===== src/rtl/pe_multibank.sv =====
// Weight-stationary systolic PE with NUM_BANKS explicitly addressed weight banks,
// rotating active-bank pointer and optional saturating accumulation.
module pe_multibank #(
  parameter int unsigned ROW_ID               = 0,
  parameter int unsigned SYSTOLIC_ARRAY_WIDTH = 16,
  parameter int unsigned DATA_WIDTH_IN        = 8,
  parameter int unsigned DATA_WIDTH_ACCUM     = 32,
  parameter int unsigned NUM_BANKS            = 4,
  parameter int unsigned SATURATE             = 1,
  localparam int unsigned INDEX_WIDTH         = $clog2(SYSTOLIC_ARRAY_WIDTH),
  localparam int unsigned BANK_WIDTH          = $clog2(NUM_BANKS)
) (
  input  logic                        clk,
  input  logic                        rst,
  input  logic                        pe_enabled,
  input  logic                        pe_valid_in,
  input  logic [DATA_WIDTH_IN-1:0]    pe_input_in,
  input  logic                        pe_switch_in,
  input  logic                        pe_accept_w_in,
  input  logic [DATA_WIDTH_IN-1:0]    pe_weight_in,
  input  logic [INDEX_WIDTH-1:0]      pe_index_in,
  input  logic [BANK_WIDTH-1:0]       pe_bank_in,
  input  logic [DATA_WIDTH_ACCUM-1:0] pe_psum_in,
  input  logic                        pe_psum_valid_in,
  output logic                        pe_valid_out,
  output logic [DATA_WIDTH_IN-1:0]    pe_input_out,
  output logic                        pe_switch_out,
  output logic                        pe_accept_w_out,
  output logic [DATA_WIDTH_IN-1:0]    pe_weight_out,
  output logic [INDEX_WIDTH-1:0]      pe_index_out,
  output logic [BANK_WIDTH-1:0]       pe_bank_out,
  output logic [DATA_WIDTH_ACCUM-1:0] pe_psum_out,
  output logic                        pe_psum_valid_out,
  output logic [BANK_WIDTH-1:0]       pe_active_bank,
  output logic                        pe_sat_flag,
  output logic                        pe_wr_conflict
);

  localparam int unsigned DIN  = DATA_WIDTH_IN;
  localparam int unsigned ACC  = DATA_WIDTH_ACCUM;
  localparam int unsigned PW   = 2 * DATA_WIDTH_IN;
  localparam int unsigned EXTW = ACC + 1 - PW;

  logic [DIN-1:0]       bank [NUM_BANKS];
  logic [NUM_BANKS-1:0] bank_loaded;

  logic                  capture_c;
  logic                  conflict_c;
  logic                  write_c;
  logic                  compute_c;
  logic                  switch_c;
  logic [BANK_WIDTH-1:0] next_active_c;
  logic [NUM_BANKS-1:0]  loaded_nxt_c;
  logic [DIN-1:0]        w_eff_c;
  logic signed [PW-1:0]  in_ext_c;
  logic signed [PW-1:0]  w_ext_c;
  logic signed [PW-1:0]  prod_c;
  logic [ACC-1:0]        psum_base_c;
  logic [ACC:0]          sum_c;
  logic                  overflow_c;
  logic                  sat_c;
  logic [ACC-1:0]        result_c;

  // Weight capture, bank-pointer advance and loaded-flag bookkeeping
  always_comb begin
    capture_c     = pe_enabled && pe_accept_w_in && (pe_index_in == INDEX_WIDTH'(ROW_ID));
    conflict_c    = capture_c && (pe_bank_in == pe_active_bank);
    write_c       = capture_c && !conflict_c;
    switch_c      = pe_enabled && pe_switch_in;
    next_active_c = (pe_active_bank == BANK_WIDTH'(NUM_BANKS - 1)) ? '0
                  : pe_active_bank + BANK_WIDTH'(1);
    loaded_nxt_c  = bank_loaded;
    if (switch_c) loaded_nxt_c[pe_active_bank] = 1'b0;
    if (write_c)  loaded_nxt_c[pe_bank_in]     = 1'b1;
  end

  // MAC against the pre-switch active bank; unloaded banks contribute zero
  always_comb begin
    compute_c   = pe_enabled && pe_valid_in;
    w_eff_c     = bank_loaded[pe_active_bank] ? bank[pe_active_bank] : '0;
    in_ext_c    = {{DIN{pe_input_in[DIN-1]}}, pe_input_in};
    w_ext_c     = {{DIN{w_eff_c[DIN-1]}}, w_eff_c};
    prod_c      = in_ext_c * w_ext_c;
    psum_base_c = pe_psum_valid_in ? pe_psum_in : '0;
    sum_c       = {psum_base_c[ACC-1], psum_base_c} + {{EXTW{prod_c[PW-1]}}, prod_c};
    overflow_c  = sum_c[ACC] != sum_c[ACC-1];
    sat_c       = (SATURATE != 0) && overflow_c;
    result_c    = sum_c[ACC-1:0];
    if (sat_c) result_c = sum_c[ACC] ? {1'b1, {(ACC-1){1'b0}}} : {1'b0, {(ACC-1){1'b1}}};
  end

  always_ff @(posedge clk or negedge rst) begin
    if (!rst) begin
      pe_valid_out      <= 1'b0;
      pe_input_out      <= '0;
      pe_switch_out     <= 1'b0;
      pe_accept_w_out   <= 1'b0;
      pe_weight_out     <= '0;
      pe_index_out      <= '0;
      pe_bank_out       <= '0;
      pe_psum_out       <= '0;
      pe_psum_valid_out <= 1'b0;
      pe_active_bank    <= '0;
      pe_sat_flag       <= 1'b0;
      pe_wr_conflict    <= 1'b0;
      bank_loaded       <= '0;
      for (int i = 0; i < int'(NUM_BANKS); i++) bank[i] <= '0;
    end else begin
      pe_valid_out    <= pe_valid_in;
      pe_input_out    <= pe_input_in;
      pe_switch_out   <= pe_switch_in;
      pe_accept_w_out <= pe_accept_w_in && !capture_c;
      pe_weight_out   <= pe_weight_in;
      pe_index_out    <= pe_index_in;
      pe_bank_out     <= pe_bank_in;
      pe_wr_conflict  <= conflict_c;
      bank_loaded     <= loaded_nxt_c;
      if (write_c)  bank[pe_bank_in] <= pe_weight_in;
      if (switch_c) pe_active_bank   <= next_active_c;
      if (compute_c) begin
        pe_psum_out       <= result_c;
        pe_psum_valid_out <= 1'b1;
        pe_sat_flag       <= sat_c;
      end else begin
        pe_psum_out       <= pe_psum_in;
        pe_psum_valid_out <= pe_psum_valid_in;
        pe_sat_flag       <= 1'b0;
      end
    end
  end

endmodule


===== config.mk =====
export PLATFORM = sky130hd
export DESIGN_NAME = pe_multibank
export DESIGN_NICKNAME = d
export VERILOG_FILES = /design/src/rtl/pe_multibank.sv
export SDC_FILE = /design/constraint.sdc
export NUM_CORES = 1
export LEC_CHECK = 0
export CELL_PAD_IN_SITES_DETAIL_PLACEMENT = 0
export CELL_PAD_IN_SITES_GLOBAL_PLACEMENT = 1
export CORE_ASPECT_RATIO = 0.8
export CORE_UTILIZATION = 40
export CTS_BUF_LIST = sky130_fd_sc_hd__clkbuf_16
export DETAILED_ROUTE_END_ITERATION = 10
export PLACE_DENSITY_LB_ADDON = 0.1
export SLEW_MARGIN = 20
export SYNTH_ARGS = -nofsm -noshare
export SYNTH_HDL_FRONTEND = slang
export SYNTH_SLANG_ARGS = --single-unit

===== constraint.sdc =====
create_clock -name clk -period 18.1 [get_ports clk]
set_input_delay 4.525 -clock clk [delete_from_list [all_inputs] [get_ports clk]]
set_output_delay 4.525 -clock clk [all_outputs]
set_load 0.01 [all_outputs]

* Yosys cells after proc, flatten, opt, wreduce, memory -nomap -nowiden
Index checks and enable logic that the tools add are counted.
** Word-level totals
- Bits in registers :: 98
- Bits of input ports :: 61
- Output and inout port bits :: 62
- Logic and storage cells :: 70
** Cells by class
- Add/subtract/negate cells :: 2
- Multipliers :: 1
- Order comparisons :: 7
- Eq/ne operators :: 3
- Mux-type cells :: 22
- Bitwise logic cells :: 5
- Reductions and logical operators :: 13
** Operators with widths (count)
- 2-to-1 mux 32 bit :: 4
- adder 32 x 16 -> 33 bit :: 1
- bitwise mux 32 bit :: 1
- 2-to-1 mux 8 bit :: 4
- binary-select mux 8 bit (select 2 bit) :: 1
- demux 8 bit (select 2 bit) :: 1
- multiplier 8 x 8 -> 16 bit :: 1
- logical AND 1 bit :: 10
- 2-to-1 mux 4 bit :: 2
- greater-or-equal comparator 3 bit, second input constant :: 2
- less-than comparator 2 x 3 -> 1 bit, second input constant :: 2
- NOT 2 -> 3 bit :: 2
- 2-to-1 mux 1 bit :: 5
- bitwise AND 4 bit :: 1
- demux 1 bit (select 2 bit) :: 2
- greater-or-equal comparator 2 x 1 -> 1 bit, second input constant :: 2
- zero test 4 bit :: 1
- NOT 4 bit :: 1
- OR 4 bit :: 1
- less-than comparator 3 x 1 -> 1 bit, second input constant :: 1
- adder 2 x 1 -> 2 bit, second input constant :: 1
- binary-select mux 1 bit (select 2 bit) :: 1
- == test 2 bit :: 1
- == test 2 bit, second input constant :: 1
- 3 further kinds :: 4

* Logic depth before layout (Yosys ltp)
- Depth after elaboration :: 10
- Mapped depth :: 26
- Mapped depth without buffers :: 23

* Worst setup path after synthesis
OpenSTA, ideal clock, no wires.
- Path type :: input port to flip-flop
- Start point :: input port pe_input_in[7]
- End point :: register pe_psum_out[15]
- Library setup time :: 74 ps
- Data arrival time :: 10356 ps
- Required time :: 18026 ps
- Path slack :: 7670 ps
- Stages on the path :: 18
- Path buffers :: 1
- Path through :: and2_1 -> inv_1 -> fa_1 -> inv_1 -> fa_1 -> fa_1 -> fa_1 -> fa_1 -> ha_1 -> a21o_1 -> a21oi_1 -> a211oi_2 -> o2111ai_4 -> a2111o_1 -> o2111ai_4 -> o21ai_4 -> buf_6 -> o21ai_2
** On the way
- Cells in the longest elaborated chain, start to end :: 5
- Elaborated cells on any way between the ends :: 6
- Classes of those cells :: add/sub: 1; mul: 1; eq/ne: 1; mux: 3
** RTL lines
- start: declaration :: RTL line 17 : input logic [DATA_WIDTH_IN-1:0] pe_input_in,
- multiplier 8 x 8 -> 16 bit (*) :: RTL line 83 : prod_c = in_ext_c * w_ext_c;
- adder 32 x 16 -> 33 bit (*) :: RTL line 85 : sum_c = {psum_base_c[ACC-1], psum_base_c} + {{EXTW{prod_c[PW-1]}}, prod_c};
- 2-to-1 mux 32 bit or != test 1 bit (tied branches) :: RTL line 89, 86
- 2-to-1 mux 32 bit (*) :: RTL line 89 : if (sat_c) result_c = sum_c[ACC] ? {1'b1, {(ACC-1){1'b0}}} : {1'b0, {(ACC-1){1'b1}}};
- 2-to-1 mux 32 bit (*) :: RTL line 120 : if (compute_c) begin
- end signal: assignment :: RTL line 121 : pe_psum_out <= result_c;
- end signal: assignment :: RTL line 125 : pe_psum_out <= pe_psum_in;
- end: declaration :: RTL line 32 : output logic [DATA_WIDTH_ACCUM-1:0] pe_psum_out,
Mark *: on every way between the ends. The rest lies on a longest branch, timed or not.
A chain may end at the register's enable or synchronous reset.

* Final worst setup path
- Start point :: input port pe_input_in[7]
- End point :: register pe_psum_out[9]
The elaborated chain is that of the path after synthesis.

==> reports/qor.txt <==
status = completed
clock latency on the worst-skew pair = 380 ps
switching pwr = 0.4397 mW
worst r2r path cells = 21
share of power burned in registers = 26.3%
sw frac = 42.64%
clk buf depth = 2
hpwl dp = 19.40 mm
Final min period = 11490 ps
worst vdd ir = 0.00004987 V
Placement Setup Slack = 6208 ps
hold crit path type = flop to flop
Comb power frac = 52.6%
WL final = 25.12 mm
Critical Path Start Type = input port
Fin Setup TNS = 0 ps
Synth cell types = 70
crit-path leading delay family = adder cells
row count = 51
post-synthesis register bit count = 98
share of cells above drive strength 1 = 9.981%
mapped cell area = 9867 µm²
First-pass DRT Iterations = 5
Clk pwr share = 21.0%
WP buf/inv = 3
Post-synth EDFFs = 0
design area = 11700 µm²
fin. max-slew vios = 0
Post-Synthesis Cells = 910
RSZ-0062 raised after global routing = no
total CTS buffers = 9
CP Class = input port to flop
fin nets = 1304
GRT Total Usage = 21.88%
maxcap violations = 0
crit-path cells = clkdlybuf4s50_1 -> nand2_1 -> fa_1 -> fa_1 -> inv_1 -> fa_1 -> fa_1 -> ha_1 -> ha_1 -> o21ai_0 -> a21oi_1 -> o22ai_1 -> o21a_1 -> a2111o_1 -> o2111ai_4 -> buf_4 -> o21ai_4 -> o21ai_0
instance count on the critical path = 18
Syn Area/Cell = 10.84 µm²
Hold-fix buffers, CTS = 0
PortBufs = 122
Post-route DRC = 0
Post-DP Area = 11380 µm²
count of final hold-check violations = 0
crit-path max cell delay = 720 ps
CTS H-tree lvls = 3
GPL Wtd Cong = 0.8202
initial antenna violation count = 0
via/cell ratio = 5.185
vias in the first global route = 7332
Critical Path RT = 18320 ps
Post-CTS Setup Inserts = 0
wire length per cell = 18.60 µm
Worst slew margin = 19.63%
diodes inserted = 0
commonest non-fill, non-tap cell in the layout = fa_1
Sink Count = 98
Post-DRT Antenna Nets = 0
Resized cells post-CTS = 0
largest net degree at the start of global routing = 70
CTS tree = done
yosys warns = 0
Setup Viol. Count Final = 0
Critical Path Source = pe_input_in[7]
Reg clk slew, reported paths = 70 ps
critical path peak fanout = 30
CP dominant cell by count = fa_1
Final period util = 63.47%
post-synth net total = 1187
Leak = 5.806 nW
Final Skew = 15.98 ps
ys flop type = dfrtp_1
Power Density = 88.14 nW/µm²
Die W = 177.6 µm
async set or reset register ratio after synthesis = 100.0%
core outline area = 24250 µm²
DR iter-0 viols = 325
I/O pins = 123
first-pass GRT wire length = 41.51 mm
Layout area overhead = 18.58%
Worst-Margin Slew = 1204 ps
root buffer cell = clkbuf_16
setup ws final = 6612 ps
Arrival @ worst endpoint = 11710 ps
R2R Path End = pe_psum_out[9]
Post-Route Utilization = 48.25%
DR vias = 7000
most frequent cells in the layout = fa_1 (140), clkdlybuf4s50_1 (121), inv_1 (101)
r2r startpoint = pe_active_bank[1]
R2R Setup Slk = 9120 ps
worst setup path end = pe_psum_out[9]
Slowest cell on crit path = inv_1
gr ovfl total = 0
Initial Utilization = 40.69%
Die H = 142.5 µm
P_int = 0.5915 mW
Fmax = 87.05 MHz
Die Area = 25300 µm²
CP Capture Type = flop
sequential area share after synthesis = 24.85%
[synth_stat cells, types with 3 or more instances]
master | number | area share [%]
xnor2_1 | 12 | 1.1
nand2b_1 | 3 | 0.19
nand3_1 | 11 | 0.56
a211oi_1 | 3 | 0.23
a22oi_1 | 4 | 0.30
a31oi_1 | 5 | 0.32
o21ai_2 | 11 | 0.98
xor2_1 | 13 | 1.2
mux2_2 | 34 | 3.9
ha_1 | 76 | 9.6
dfrtp_1 | 98 | 25
fa_1 | 140 | 28
a21oi_1 | 47 | 2.4
or3_1 | 4 | 0.25
a211o_2 | 3 | 0.30
o211ai_1 | 6 | 0.46
o21ai_1 | 15 | 0.76
nor2b_1 | 9 | 0.57
nand2_1 | 89 | 3.4
nor2_1 | 21 | 0.80
o21a_1 | 4 | 0.30
nand4_1 | 5 | 0.32
a2111o_1 | 3 | 0.34
a21o_1 | 9 | 0.68
o21ai_0 | 37 | 1.9
buf_2 | 3 | 0.15
mux4_2 | 8 | 1.8
nand3b_1 | 3 | 0.23
buf_6 | 5 | 0.57
or2_2 | 5 | 0.32
inv_1 | 101 | 3.8
clkbuf_1 | 11 | 0.42
nor3_1 | 5 | 0.25
and2_1 | 60 | 3.8
clkbuf_8 | 3 | 0.42
[worst min path at each step]
| stage | cells past startpoint | slack (ps) | from | endpoint |
|---|---|---|---|---|
| after floorplan | 2 | 440 | bank_loaded[3] | bank_loaded[3] |
| after global placement | 1 | 460 | bank_loaded[2] | bank_loaded[2] |
| after detailed placement | 2 | 470 | bank_loaded[1] | bank_loaded[1] |
| after CTS | 1 | 490 | bank_loaded[2] | bank_loaded[2] |
| after global routing | 1 | 510 | bank_loaded[0] | bank_loaded[0] |
| final | 1 | 480 | bank_loaded[2] | bank_loaded[2] |
[metrics by stage]
step | hold WS (ps) | total power, mW | std cells
after floorplan | 440.3 | 0.6529 | 910
after global placement | 459.9 | 0.8214 | 1334
after detailed placement | 469.2 | 0.8206 | 1334
after CTS | 487.4 | 1.044 | 1350
after global routing | 510.8 | 1.120 | 1350
final | 481.2 | 1.031 | 1350
[flip-flops by register name, summed over array words and instances (netlist names)]
signal             count
pe_active_bank         2
pe_wr_conflict         1
pe_sat_flag            1
pe_bank_out            2
pe_accept_w_out        1
pe_psum_valid_out      1
pe_switch_out          1
pe_weight_out          8
pe_psum_out           32
bank_loaded            4
bank                  32
pe_input_out           8
pe_valid_out           1
pe_index_out           4
[per-layer routing]
metal	share of wire, %	global-route usage (%)
met4	0.82	3.734
met1	52	33.87
met2	43	31.91
met3	4.1	4.033
met5	0	0
[cell type report]
cell class	count	area, µm²
inverters	102	382.9
clock buffers	9	225.2
repair buffers	131	1286
clock inverters	7	95.09
well taps	318	397.9
fillers	2280	12550
multi-input cells	685	6860
flip-flops and latches	98	2452
[power by group through the flow]
stage	Sequential [mW]	Clock [mW]	Combinational [mW]
2_1_floorplan	0.275	0	0.378
3_3_place_gp	0.276	0	0.545
4_1_cts	0.272	0.223	0.549
3_5_place_dp	0.277	0	0.544
5_1_grt	0.276	0.233	0.610
6_report	0.271	0.217	0.543
[worst register-to-register path, stage by stage (launching register included)]
cell       delay (ps)
dfrtp_1           750
clkinv_1          420
nand2_1           130
o21ai_1           220
nor2b_1           660
nand2_1           290
fa_1              680
fa_1              630
inv_1             720
fa_1              570
fa_1              440
ha_1              280
ha_1              360
o21ai_0           300
a21oi_1            90
o22ai_1           260
o21a_1            290
a2111o_1          220
o2111ai_4         310
buf_4             360
o21ai_4           630
o21ai_0           210
[cell families after synthesis]
kind of cell | after synthesis | share of synthesized area [%]
and+or+nand+nor | 228 | 11.70
adders and majority gates | 216 | 38.04
AOI/OAI and AO/OA | 173 | 11.74
buffers and inverters | 127 | 5.630
DFF | 98 | 24.85
muxes | 43 | 5.808
xor gates and xnor gates | 25 | 2.219
No activity file was read; power rests on OpenSTA's default activity.
